[src/rtl/rv32i_instr_encoder.sv]
// RV32I instruction encoder: field-level requests in, packed 32-bit words out.
// An li request may expand into LUI + ADDI; illegal requests yield NOP_WORD with err set.
module rv32i_instr_encoder #(
  parameter logic [31:0] NOP_WORD = 32'h00000013
) (
  input  logic        clk,
  input  logic        rst,
  input  logic        req_valid,
  output logic        req_ready,
  input  logic [3:0]  req_kind,
  input  logic [2:0]  req_funct3,
  input  logic        req_variant,
  input  logic [4:0]  req_rd,
  input  logic [4:0]  req_rs1,
  input  logic [4:0]  req_rs2,
  input  logic [31:0] req_imm,
  output logic        instr_valid,
  input  logic        instr_ready,
  output logic [31:0] instr_word,
  output logic        instr_err,
  output logic        instr_last
);

  localparam logic [6:0] OP_LUI    = 7'b0110111;
  localparam logic [6:0] OP_AUIPC  = 7'b0010111;
  localparam logic [6:0] OP_JAL    = 7'b1101111;
  localparam logic [6:0] OP_JALR   = 7'b1100111;
  localparam logic [6:0] OP_BRANCH = 7'b1100011;
  localparam logic [6:0] OP_LOAD   = 7'b0000011;
  localparam logic [6:0] OP_STORE  = 7'b0100011;
  localparam logic [6:0] OP_IMM    = 7'b0010011;
  localparam logic [6:0] OP_REG    = 7'b0110011;

  localparam logic [3:0] K_LUI   = 4'd0;
  localparam logic [3:0] K_AUIPC = 4'd1;
  localparam logic [3:0] K_JAL   = 4'd2;
  localparam logic [3:0] K_JALR  = 4'd3;
  localparam logic [3:0] K_BR    = 4'd4;
  localparam logic [3:0] K_LOAD  = 4'd5;
  localparam logic [3:0] K_STORE = 4'd6;
  localparam logic [3:0] K_IMM   = 4'd7;
  localparam logic [3:0] K_REG   = 4'd8;
  localparam logic [3:0] K_LI    = 4'd9;

  typedef enum logic [0:0] {ST_IDLE = 1'b0, ST_LI_LO = 1'b1} state_t;

  state_t      state_q, state_d;
  logic        valid_q, valid_d;
  logic [31:0] word_q, word_d;
  logic        err_q, err_d;
  logic        last_q, last_d;
  logic [31:0] tail_q, tail_d;

  logic [31:0] enc_word;
  logic        enc_err;
  logic        enc_two;
  logic [31:0] enc_tail;
  logic [31:0] raw_word;
  logic        legal;
  logic [31:0] li_hi;
  logic [6:0]  funct7;
  logic        imm_i_ok;
  logic        imm_b_ok;
  logic        imm_j_ok;
  logic        imm_sh_ok;
  logic        fire_out;

  // Range checks: the value must sign-extend from the field width.
  assign imm_i_ok  = (&req_imm[31:11]) | ~(|req_imm[31:11]);
  assign imm_b_ok  = ((&req_imm[31:12]) | ~(|req_imm[31:12])) & ~req_imm[0];
  assign imm_j_ok  = ((&req_imm[31:20]) | ~(|req_imm[31:20])) & ~req_imm[0];
  assign imm_sh_ok = ~(|req_imm[31:5]);
  assign funct7    = req_variant ? 7'b0100000 : 7'b0000000;

  // Combinational encode of the request into its first word (and li tail word).
  always_comb begin
    raw_word = '0;
    legal    = 1'b0;
    enc_two  = 1'b0;
    enc_tail = '0;
    li_hi    = '0;
    case (req_kind)
      K_LUI: begin
        legal    = ~(|req_imm[11:0]);
        raw_word = {req_imm[31:12], req_rd, OP_LUI};
      end
      K_AUIPC: begin
        legal    = ~(|req_imm[11:0]);
        raw_word = {req_imm[31:12], req_rd, OP_AUIPC};
      end
      K_JAL: begin
        legal    = imm_j_ok;
        raw_word = {req_imm[20], req_imm[10:1], req_imm[11], req_imm[19:12], req_rd, OP_JAL};
      end
      K_JALR: begin
        legal    = imm_i_ok;
        raw_word = {req_imm[11:0], req_rs1, 3'b000, req_rd, OP_JALR};
      end
      K_BR: begin
        legal    = imm_b_ok && (req_funct3 != 3'b010) && (req_funct3 != 3'b011);
        raw_word = {req_imm[12], req_imm[10:5], req_rs2, req_rs1, req_funct3,
                    req_imm[4:1], req_imm[11], OP_BRANCH};
      end
      K_LOAD: begin
        legal    = imm_i_ok && (req_funct3 != 3'b011) && (req_funct3 != 3'b110)
                   && (req_funct3 != 3'b111);
        raw_word = {req_imm[11:0], req_rs1, req_funct3, req_rd, OP_LOAD};
      end
      K_STORE: begin
        legal    = imm_i_ok && (req_funct3[2] == 1'b0) && (req_funct3 != 3'b011);
        raw_word = {req_imm[11:5], req_rs2, req_rs1, req_funct3, req_imm[4:0], OP_STORE};
      end
      K_IMM: begin
        if (req_funct3[1:0] == 2'b01) begin
          legal    = imm_sh_ok && !((req_funct3 == 3'b001) && req_variant);
          raw_word = {funct7, req_imm[4:0], req_rs1, req_funct3, req_rd, OP_IMM};
        end else begin
          legal    = imm_i_ok;
          raw_word = {req_imm[11:0], req_rs1, req_funct3, req_rd, OP_IMM};
        end
      end
      K_REG: begin
        legal    = !req_variant || (req_funct3 == 3'b000) || (req_funct3 == 3'b101);
        raw_word = {funct7, req_rs2, req_rs1, req_funct3, req_rd, OP_REG};
      end
      K_LI: begin
        legal = 1'b1;
        if (imm_i_ok) begin
          raw_word = {req_imm[11:0], 5'd0, 3'b000, req_rd, OP_IMM};
        end else begin
          // Round the upper part so the sign-extended low 12 bits land exactly.
          li_hi    = req_imm + 32'h0000_0800;
          raw_word = {li_hi[31:12], req_rd, OP_LUI};
          enc_two  = |req_imm[11:0];
          enc_tail = {req_imm[11:0], req_rd, 3'b000, req_rd, OP_IMM};
        end
      end
      default: legal = 1'b0;
    endcase
    enc_word = legal ? raw_word : NOP_WORD;
    enc_err  = ~legal;
    if (!legal) begin
      enc_two = 1'b0;
    end
  end

  assign fire_out  = valid_q & instr_ready;
  assign req_ready = (state_q == ST_IDLE) && (!valid_q || instr_ready);

  // Next-state and output-register logic.
  always_comb begin
    state_d = state_q;
    valid_d = valid_q;
    word_d  = word_q;
    err_d   = err_q;
    last_d  = last_q;
    tail_d  = tail_q;
    case (state_q)
      ST_IDLE: begin
        if (req_valid && req_ready) begin
          valid_d = 1'b1;
          word_d  = enc_word;
          err_d   = enc_err;
          last_d  = ~enc_two;
          if (enc_two) begin
            state_d = ST_LI_LO;
            tail_d  = enc_tail;
          end
        end else if (fire_out) begin
          valid_d = 1'b0;
        end
      end
      ST_LI_LO: begin
        if (fire_out) begin
          if (!last_q) begin
            word_d = tail_q;
            err_d  = 1'b0;
            last_d = 1'b1;
          end else begin
            valid_d = 1'b0;
            state_d = ST_IDLE;
          end
        end
      end
      default: state_d = ST_IDLE;
    endcase
  end

  // State and output registers with synchronous reset.
  always_ff @(posedge clk) begin
    if (rst) begin
      state_q <= ST_IDLE;
      valid_q <= 1'b0;
      word_q  <= '0;
      err_q   <= 1'b0;
      last_q  <= 1'b0;
      tail_q  <= '0;
    end else begin
      state_q <= state_d;
      valid_q <= valid_d;
      word_q  <= word_d;
      err_q   <= err_d;
      last_q  <= last_d;
      tail_q  <= tail_d;
    end
  end

  assign instr_valid = valid_q;
  assign instr_word  = word_q;
  assign instr_err   = err_q;
  assign instr_last  = last_q;

endmodule

[config.mk]
export PLATFORM = sky130hd
export DESIGN_NAME = rv32i_instr_encoder
export DESIGN_NICKNAME = d
export VERILOG_FILES = /design/src/rtl/rv32i_instr_encoder.sv
export SDC_FILE = /design/constraint.sdc
export NUM_CORES = 1
export LEC_CHECK = 0
export ABC_AREA = 1
export ABC_CLOCK_PERIOD_IN_PS = 1870
export BUFFER_PORTS_ARGS = -buffer_cell sky130_fd_sc_hd__buf_4
export CAP_MARGIN = 20
export CORE_MARGIN = 1.5
export CORE_UTILIZATION = 54
export DETAILED_ROUTE_END_ITERATION = 6
export MAX_ROUTING_LAYER = met4
export PLACE_DENSITY = 0.93
export REMOVE_ABC_BUFFERS = 1
export SYNTH_ARGS = -nofsm -noshare
export SYNTH_HDL_FRONTEND = slang
export SYNTH_SLANG_ARGS = --single-unit
[constraint.sdc]
create_clock -name clk -period 1.87 [get_ports clk]
set_input_delay 0.0935 -clock clk [delete_from_list [all_inputs] [get_ports clk]]
set_output_delay 0.0935 -clock clk [all_outputs]
set_load 0.02 [all_outputs]
# ---- Word-level counts from Yosys, hierarchy flattened
# Index checks and enable logic that the tools add are counted.
# W data, S select, Z words.
dict set report word_totals {
  inputBits 59
  register_bits 68
  wordCells 109
  output_inout_bits 36
}
dict set report classes {
  n_bitwise 16
  n_eq_ne 21
  addsub 1
  reduce_logical 32
  muxes 33
}
# operator n
set ops {}
lappend ops {{$pmux W32 S10} 1}
lappend ops {{$mux W32} 8}
lappend ops {{$pmux W32 S2} 1}
lappend ops {{$add A32 B12 Y32 const B} 1}
lappend ops {{$reduce_or A27 Y1} 1}
lappend ops {{$reduce_or A12 Y1} 2}
lappend ops {{$reduce_and A21 Y1} 1}
lappend ops {{$reduce_or A21 Y1} 1}
lappend ops {{$reduce_and A20 Y1} 1}
lappend ops {{$reduce_or A20 Y1} 1}
lappend ops {{$mux W1} 17}
lappend ops {{$eq A4 B3 Y1 const B} 4}
lappend ops {{$reduce_and A12 Y1} 1}
lappend ops {{$logic_and A1 B1 Y1} 11}
lappend ops {{$not A1 Y1} 10}
lappend ops {{$ne A3 B2 Y1 const B} 3}
lappend ops {{$pmux W1 S9} 1}
lappend ops {{$reduce_and A3 Y1} 3}
lappend ops {{$eq A4 B2 Y1 const B} 2}
lappend ops {{$eq A4 B4 Y1 const B} 2}
lappend ops {{$pmux W1 S2} 4}
lappend ops {{$mux W6} 1}
lappend ops {{$ne A2 B1 Y1 const B} 3}
lappend ops {{$ne A3 B3 Y1 const B} 2}
lappend ops {{other kinds (13)} 21}

# ---- Longest topological paths before layout
# Gate-level depths: netlist of the first run.
dict set report depth {
  ltp_word 11
  depth_mapped 15
}

# ---- Worst setup path after synthesis of the first run
# Ideal clock, no wire load.
dict set report synth_timing {
  path_kind {reg2reg}
  start {register valid_q, in the netlist instr_valid}
  end {register word_q[29], in the netlist instr_word[29]}
  path_buffers 1
  stages_incl_launch_ff 8
  period_less_slack_ns 1.986
  arrival_time_ns 1.867
  setup_time_ns 0.119
  slack_ns -0.116
  cell_sequence {dfxtp_1 a21oi_1 nand2_1 a21oi_1 inv_2 clkbuf_1 a21oi_1 a21oi_1}
}
dict set report synth_between {
  elab_chain_len 6
}
# element line
set synth_lines {}
lappend synth_lines {{start: declaration} 48} ;# logic valid_q, valid_d;
lappend synth_lines {{start signal: assignment} 200} ;# valid_q <= valid_d;
lappend synth_lines {{$logic_not A1 Y1} 148} ;# assign req_ready = (state_q == ST_IDLE) && (!valid_q || instr_ready);
lappend synth_lines {{$logic_or A1 B1 Y1} 148}
lappend synth_lines {{$logic_and A1 B1 Y1} 148}
lappend synth_lines {{net req_ready} 9} ;# output logic req_ready,
lappend synth_lines {{$logic_and A1 B1 Y1} 160} ;# if (req_valid && req_ready) begin
lappend synth_lines {{$ne A2 B1 Y1 (no source line)} --}
lappend synth_lines {{$reduce_and A3 Y1 (no source line)} --}
lappend synth_lines {{end signal: assignment} 201} ;# word_q <= word_d;
lappend synth_lines {{end: declaration} 49} ;# logic [31:0] word_q, word_d;
# The timed path passes the listed nets, and every way through them passes these cells.
# A chain may end at the register's enable or synchronous reset.

# ---- Final worst setup path of the first run
dict set report layout_timing {
  start {register valid_q, in the netlist instr_valid}
  end {register tail_q[22]}
}
dict set report layout_between {
  elab_chain_len 5
}
# element line
set layout_lines {}
lappend layout_lines {{$logic_not A1 Y1} 148}
lappend layout_lines {{$logic_or A1 B1 Y1} 148}
lappend layout_lines {{$logic_and A1 B1 Y1} 148}
lappend layout_lines {{$logic_and A1 B1 Y1} 160}
lappend layout_lines {{$reduce_and A3 Y1 (no source line)} --}
lappend layout_lines {{end signal: assignment} 204} ;# tail_q <= tail_d;
lappend layout_lines {{end: declaration} 52} ;# logic [31:0] tail_q, tail_d;
# No other way between the ends.

==> out/results.tsv, run 1 <==
stage	metric	value	unit
die	die height	86.46	um
die	Starting Density	55.67	%
worst_setup_path	FF-to-FF End	tail_q[22]	
clock_tree	H-tree depth	2	
place	Final Wtd Congestion	1.018	
clock_tree	Skew-Pair Late Insertion Delay	0.31	ns
synthesis	ys async rst share	0	%
worst_hold_path	min-delay worst type	input pin to flip-flop	
place	buffers added on ports	94	
worst_setup_path	reg2reg path depth	9	
route	DRC viols	0	
synthesis	Synthesis Warnings	0	
sta	worst slew pin tran	0.4959	ns
sta	final hold vios	0	
sta	hold_ws	0.02545	ns
worst_hold_path	Hold Startpoint	req_rd[0]	
finish	fillers	604	
die	# IOs	95	
sta	FMAX	603.7	MHz
worst_setup_path	cell breakdown of the critical path	a21oi_2 -> nand2_2 -> inv_2 -> nand2_1 -> nor2_1 -> buf_4 -> buf_12 -> o21ai_0 -> a21oi_1	
power	clock share of power	28.7	%
sta	Period Utilization, post-route	88.58	%
worst_setup_path	CP startpoint kind	flip-flop	
clock_tree	root buf cell	clkbuf_8	
synthesis	top cells by area, synth	dfxtp_1 (28%), nand2_1 (16%), nor2_1 (11%), a21oi_1 (9.8%), nand3_1 (7.3%)	
synthesis	post-synth top area share	28.21	%
finish	area grow syn2layout	27.54	%
worst_setup_path	CP bufs+invs	3	
clock_tree	clock slew at reported path FFs	0.10	ns
finish	Antenna diodes	0	
synthesis	syn_area_per_cell	5.822	um^2
sta	Final Max Slew Viols	0	
route	DR WL/cell	16.19	um
clock_tree	Post-CTS Setup Repair Bufs	0	
worst_setup_path	critical path type	flip-flop to flip-flop	
synthesis	Seq/Total Area, Yosys	28.21	%
die	die area	7474	um^2
route	post-route ant nets	0	
place	half-perimeter wire length after placement	10390	um
power	Comb power frac	27.8	%
sta	final setup vio count	0	
synthesis	cell count after synthesis	646	
worst_setup_path	crit path from	instr_valid	
synthesis	top-count cell post-synth	nand2_1	
synthesis	Main synth FF type	dfxtp_1	
sta	worst setup margin	0.2136	ns
clock_tree	total CTS buffers	5	
route	1st-iter DRT viols	484	
worst_setup_path	slowest CP cell	dfxtp_1	
power	Max VDD drop	0.4765	mV
sta	RSZ-0062 raised after global routing	no	
power	Switch Pwr	0.9081	mW
power	total power	2.794	mW
route	overall routed net length	13420	um
grt	GRT Total Usage	37.41	%
clock_tree	CTS sink cnt	53	
place	pre-CTS setup slack	-0.02739	ns
place	DP Cell Count	821	
worst_setup_path	crit end category	flip-flop	
clock_tree	CTS tree	done	
worst_hold_path	Hold EP	tail_q[15]	
run_status	status	complete, no violations	
grt	pin count of the biggest net entering global routing	40	
synthesis	synth cell count leaders	nand2_1 (163), nor2_1 (110), a21oi_1 (74), nand3_1 (55), o21ai_0 (55)	
worst_setup_path	Req. time, crit path	2.12	ns
worst_setup_path	top cell family by delay on the critical path	buffers and inverters	
clock_tree	# hold bufs at CTS	0	
power	Internal	1.886	mW
power	Sw Share	32.50	%
sta	Tmin final	1.656	ns
grt	antenna violations before repair	0	
finish	layout cells sized above 1	19.36	%
clock_tree	CTS max path bufs	2	
worst_setup_path	Worst path max stage delay	0.37	ns
die	FP Rows	30	
flow_run	Max-cap violations	0	
die	core area	6756	um^2
worst_setup_path	crit-path max FO	21	
synthesis	Synth Register Bits	53	
sta	Final Skew	0.006209	ns
grt	vias in the first global route	4494	
synthesis	cell area after synthesis	3761	um^2
worst_hold_path	hold path cells	3	
route	vias per cell	5.819	
finish	nets@finish	809	
worst_setup_path	FF-to-FF Start	instr_valid	
clock_tree	Post-CTS Resized	0	
worst_setup_path	flop2flop setup slack	0.21	ns
synthesis	Distinct cells, synth	30	
route	routed vias	4824	
finish	post-route insts no fill	829	
worst_setup_path	Arrival @ worst endpoint	1.90	ns
grt	first-pass GRT wire length	21370	um
synthesis	largest area contributor in the netlist	dfxtp_1	
die	Die W	86.46	um
synthesis	Post-synth EDFFs	0	
sta	post-route setup TNS	0	ns
route	Pre-Repair DR Iteration Count	5	
sta	Slew Limit Headroom	66.59	%
power	PwrDens	582.4	nW/um^2
power	Seq pwr share	43.6	%
grt	Remaining Overflow, GRT	0	
power	Static Leak	2.281	nW
-- area by class of cell --
class / instances / area [um^2] / share of cell area, %
clock inverters: 2 / 38.79 / 0.8086
multi-input cells: 509 / 2362 / 49.24
clock buffers: 6 / 72.57 / 1.513
well taps: 80 / 100.1 / 2.087
repair buffers: 119 / 934.6 / 19.48
inverters: 60 / 227.7 / 4.747
flip-flops and latches: 53 / 1061 / 22.12
-- power groups by stage --
stage | Combinational [mW] | Clock [mW] | Sequential (mW)
global placement | 0.739 | 0 | 1.24
detailed placement | 0.751 | 0 | 1.24
CTS | 0.755 | 0.797 | 1.21
floorplan | 0.312 | 0 | 1.30
global route | 0.843 | 0.843 | 1.22
finish | 0.776 | 0.801 | 1.22
-- worst max path at each step --
stage / to / cells past startpoint
after CTS: tail_q[22] / 9
final: tail_q[22] / 9
after global routing: tail_q[16] / 13
after detailed placement: tail_q[22] / 13
after global placement: instr_word[7] / 15
after floorplan: instr_word[4] / 8
-- metal layers --
layer / vias to the layer above / part of all wire, % / global-route usage [%]
met5: - / 0 / -
met4: 0 / 2.7 / 12.02
met3: 38 / 8.9 / 5.429
met2: 277 / 48 / 61.93
met1: 2186 / 41 / 47.08
li1: 2323 / - / -
-- kinds of logic (layout without fill, tap and decap cells) --
| family | after synthesis | count (layout) | share of synthesized area [%] |
|---|---|---|---|
| compound gates | 151 | 151 | 21.56 |
| buf+inv | 84 | 187 | 9.248 |
| fa+ha+maj | 2 | 2 | 0.6652 |
| simple gates | 345 | 345 | 37.76 |
| xor+xnor | 11 | 11 | 2.562 |
| flops | 53 | 53 | 28.21 |
-- worst reg2reg max path, cell delays in order (launching register included) --
cell and delay [ns]:
dfxtp_1 0.37, a21oi_2 0.21, nand2_2 0.13, inv_2 0.12, nand2_1 0.06, nor2_1 0.11
buf_4 0.20, buf_12 0.16, o21ai_0 0.09, a21oi_1 0.14
-- through the flow --
step / instance area (um^2) / utilization, %
2_1_floorplan: 3638 / -
3_3_place_gp: 4669 / 69.11
3_5_place_dp: 4669 / 69.11
4_1_cts: 4781 / 70.76
5_1_grt: 4797 / 71.00
6_report: 4797 / 71.00
-- cells in the final DEF, fill, tap and decap left out, drive strengths merged --
master / instances
nand2: 163
buf: 119
nor2: 115
a21oi: 74
inv: 60
nand3: 56
o21ai: 55
dfxtp: 53
a22oi: 12
xor2: 8
clkbuf: 6
nor3: 5
nand4: 4
xnor2: 3
and2: 2
a31oi: 2
o22ai: 2
o221ai: 2
ha: 2
a22o: 1
a21boi: 1
o211ai: 1
a311oi: 1
bufinv: 1
clkinv: 1
-- flip-flops by register name, summed over array words and instances, names as in the netlist --
register     cells
state_q          1
tail_q          18
instr_valid      1
instr_last       1
instr_word      31
instr_err        1
No activity file was read; power rests on OpenSTA's default activity.
==> run 2, diff against run 1 <==
--- a/config.mk
+++ b/config.mk
@@ -6,7 +6,7 @@
 export NUM_CORES = 1
 export LEC_CHECK = 0
 export ABC_AREA = 1
-export ABC_CLOCK_PERIOD_IN_PS = 1870
+export ABC_CLOCK_PERIOD_IN_PS = 1900
 export BUFFER_PORTS_ARGS = -buffer_cell sky130_fd_sc_hd__buf_4
 export CAP_MARGIN = 20
 export CORE_MARGIN = 1.5
==> constraint.sdc (replaced) <==
create_clock -name clk -period 1.9 [get_ports clk]
set_input_delay 0.095 -clock clk [delete_from_list [all_inputs] [get_ports clk]]
set_output_delay 0.095 -clock clk [all_outputs]
set_load 0.02 [all_outputs]
==> run 2 against run 1 <==
Worst hold slack got worse by 0.0063 ns; register-to-register slack got worse by 0.05 ns; sequential power barely moved; count of clock-buffer cells in the layout did not move; sequential share of layout area rose by 0.20 points; sequential cell count did not move; combinational power fell by 2.7%; global-route usage fell by 0.64 points; first-iteration DRC count fell by 7.4%; largest cell class unchanged.
==> out/results.tsv, run 2 (synthesis results as in run 1) <==
stage	metric	value	unit	change
finish	max FFs per register	31		unchanged
worst_setup_path	slowest CP cell	dfxtp_1		
die	Die W	86.46	um	unchanged
clock_tree	CTS tree	done		
clock_tree	# hold bufs at CTS	0		unchanged
clock_tree	H-tree depth	2		unchanged
power	Switch Pwr	0.8824	mW	-2.8%
worst_setup_path	reg2reg path depth	8		-1
clock_tree	clock slew at reported path FFs	0.10	ns	about the same
sta	Final Max Slew Viols	0		unchanged
power	Seq pwr share	46.0	%	+2.4 points
worst_setup_path	Req. time, crit path	2.14	ns	+0.02 ns
worst_setup_path	CP bufs+invs	1		-2
power	Max VDD drop	0.4146	mV	-13%
worst_setup_path	crit-path max FO	23		+9.5%
clock_tree	CTS max path bufs	2		unchanged
worst_setup_path	Arrival @ worst endpoint	1.98	ns	+0.08 ns
worst_setup_path	crit end category	flip-flop		
grt	first-pass GRT wire length	21120	um	-1.2%
sta	RSZ-0062 raised after global routing	no		
route	overall routed net length	13260	um	-1.3%
flow_run	Max-cap violations	0		unchanged
route	vias per cell	5.823		about the same
finish	layout cells sized above 1	19.07	%	-0.29 points
power	total power	2.602	mW	-6.9%
worst_setup_path	top cell family by delay on the critical path	compound AO/OA/AOI/OAI gates		
worst_setup_path	CP startpoint kind	flip-flop		
grt	antenna violations before repair	0		unchanged
die	core area	6756	um^2	unchanged
finish	final core occ	70.37	%	-0.63 points
power	clock share of power	25.0	%	-3.7 points
sta	worst setup margin	0.1663	ns	-0.04730 ns
place	half-perimeter wire length after placement	10280	um	-0.98%
place	placed instance area	4664	um^2	-0.11%
worst_setup_path	cell breakdown of the critical path	a21oi_1 -> nand2_1 -> a21oi_1 -> buf_4 -> nand3_1 -> nand2_1 -> a21oi_1 -> a21oi_1		
die	FP Rows	30		unchanged
worst_hold_path	hold path cells	3		unchanged
grt	pin count of the biggest net entering global routing	40		unchanged
finish	nets@finish	810		+0.12%
worst_setup_path	critical path depth	8		-1
worst_hold_path	min-delay worst type	input pin to flip-flop		
route	Pre-Repair DR Iteration Count	7		+2
finish	most frequent cells in the layout	nand2_1 (163), buf_4 (118), nor2_1 (109)		
worst_setup_path	critical path type	flip-flop to flip-flop		
finish	fin area	4755	um^2	-0.89%
die	die height	86.46	um	unchanged
sta	final hold vios	0		unchanged
place	buffers added on ports	94		unchanged
route	DR WL/cell	15.97	um	-1.4%
finish	commonest non-fill, non-tap cell in the layout	nand2_1		
worst_setup_path	Crit path top cell by count	a21oi_1		
sta	Final Skew	0.006894	ns	+0.0006849 ns
grt	GRT Total Usage	36.77	%	-0.64 points
sta	hold_ws	0.01916	ns	-0.006287 ns
sta	final setup vio count	0		unchanged
die	die area	7474	um^2	unchanged
sta	Tmin final	1.734	ns	+0.07730 ns
power	Comb power frac	29.0	%	+1.2 points
power	Sw Share	33.92	%	+1.4 points
die	# IOs	95		unchanged
place	pre-CTS setup slack	0.03209	ns	+0.05948 ns
sta	Slew Limit Headroom	66.11	%	-0.48 points
finish	fillers	640		+6.0%
power	Internal	1.719	mW	-8.8%
sta	FMAX	576.8	MHz	-4.5%
clock_tree	total CTS buffers	5		unchanged
clock_tree	Skew-Pair Late Insertion Delay	0.31	ns	about the same
clock_tree	CTS sink cnt	53		unchanged
grt	Remaining Overflow, GRT	0		unchanged
sta	Period Utilization, post-route	91.25	%	+2.7 points
finish	Antenna diodes	0		unchanged
route	DRC viols	0		unchanged
power	Static Leak	2.263	nW	-0.77%
power	PwrDens	547.2	nW/um^2	-6.1%
run_status	status	complete, no violations		
grt	vias in the first global route	4450		-0.98%
sta	worst slew pin tran	0.5038	ns	+0.007875 ns
place	Final Wtd Congestion	1.056		+3.7%
die	Starting Density	55.67	%	unchanged
route	routed vias	4833		+0.19%
clock_tree	root buf cell	clkbuf_8		
finish	area grow syn2layout	26.41	%	
route	post-route ant nets	0		unchanged
worst_setup_path	Worst path max stage delay	0.37	ns	about the same
route	1st-iter DRT viols	448		-7.4%
## run 2: changes by cell type in the layout (fill, tap and decap cells not counted), sizes merged
| cell | previous run | this run |
|---|---|---|
| buf | 119 | 120 |
| bufinv | 1 | 0 |
| clkinv | 1 | 0 |
| clkinvlp | 0 | 2 |
## run 2: layout make-up
class | count | area [um^2] | area share, %
multi-input combinational | 509 | 2355 | 49.53
sequential | 53 | 1061 | 22.32
timing repair buffer | 120 | 925.9 | 19.47
inverter | 60 | 225.2 | 4.737
tap | 80 | 100.1 | 2.105
clock buffer | 6 | 72.57 | 1.526
clock inverter | 2 | 15.01 | 0.3158
## run 2: what timing repair did
item / in CTS / in global routing
resized for setup: 0 / 1
endpoints found under the setup margin: 0 / 11
buffers inserted: 0 / 0
## run 2: power groups by stage
stage / Clock, mW / Sequential (mW) / Combinational, mW
6_report: 0.649 / 1.20 / 0.755
4_1_cts: 0.648 / 1.20 / 0.743
3_3_place_gp: 0 / 1.22 / 0.730
5_1_grt: 0.698 / 1.20 / 0.819
3_5_place_dp: 0 / 1.22 / 0.739
2_1_floorplan: 0 / 1.28 / 0.307
## run 2: worst min-delay path, stage by stage
cell    delay (ns)
buf_4         0.09
nor2_1        0.04
nor2_1        0.08
## run 2: final timing paths
path	startpoint	to	slack, ns
worst max register to register	instr_valid	instr_word[4]	0.17
worst min-delay path	req_rd[3]	tail_q[18]	0.02
worst max-delay path	instr_valid	instr_word[4]	0.17
worst min register to register	instr_word[13]	instr_word[13]	0.48
## run 2: layer usage
metal / vias to the layer above / track usage [%] / part of all wire [%]
li1: 2316 / - / -
met1: 2173 / 47.08 / 41
met2: 294 / 58.81 / 46
met3: 50 / 4.952 / 9.0
met4: 0 / 14.66 / 3.8
met5: - / - / 0
## run 2: metrics by stage
step / setup TNS (ns) / cells
6_report: 0 / 830
5_1_grt: 0 / 830
4_1_cts: 0 / 830
3_5_place_dp: 0 / 822
3_3_place_gp: 0 / 822
2_1_floorplan: -34.50 / 622
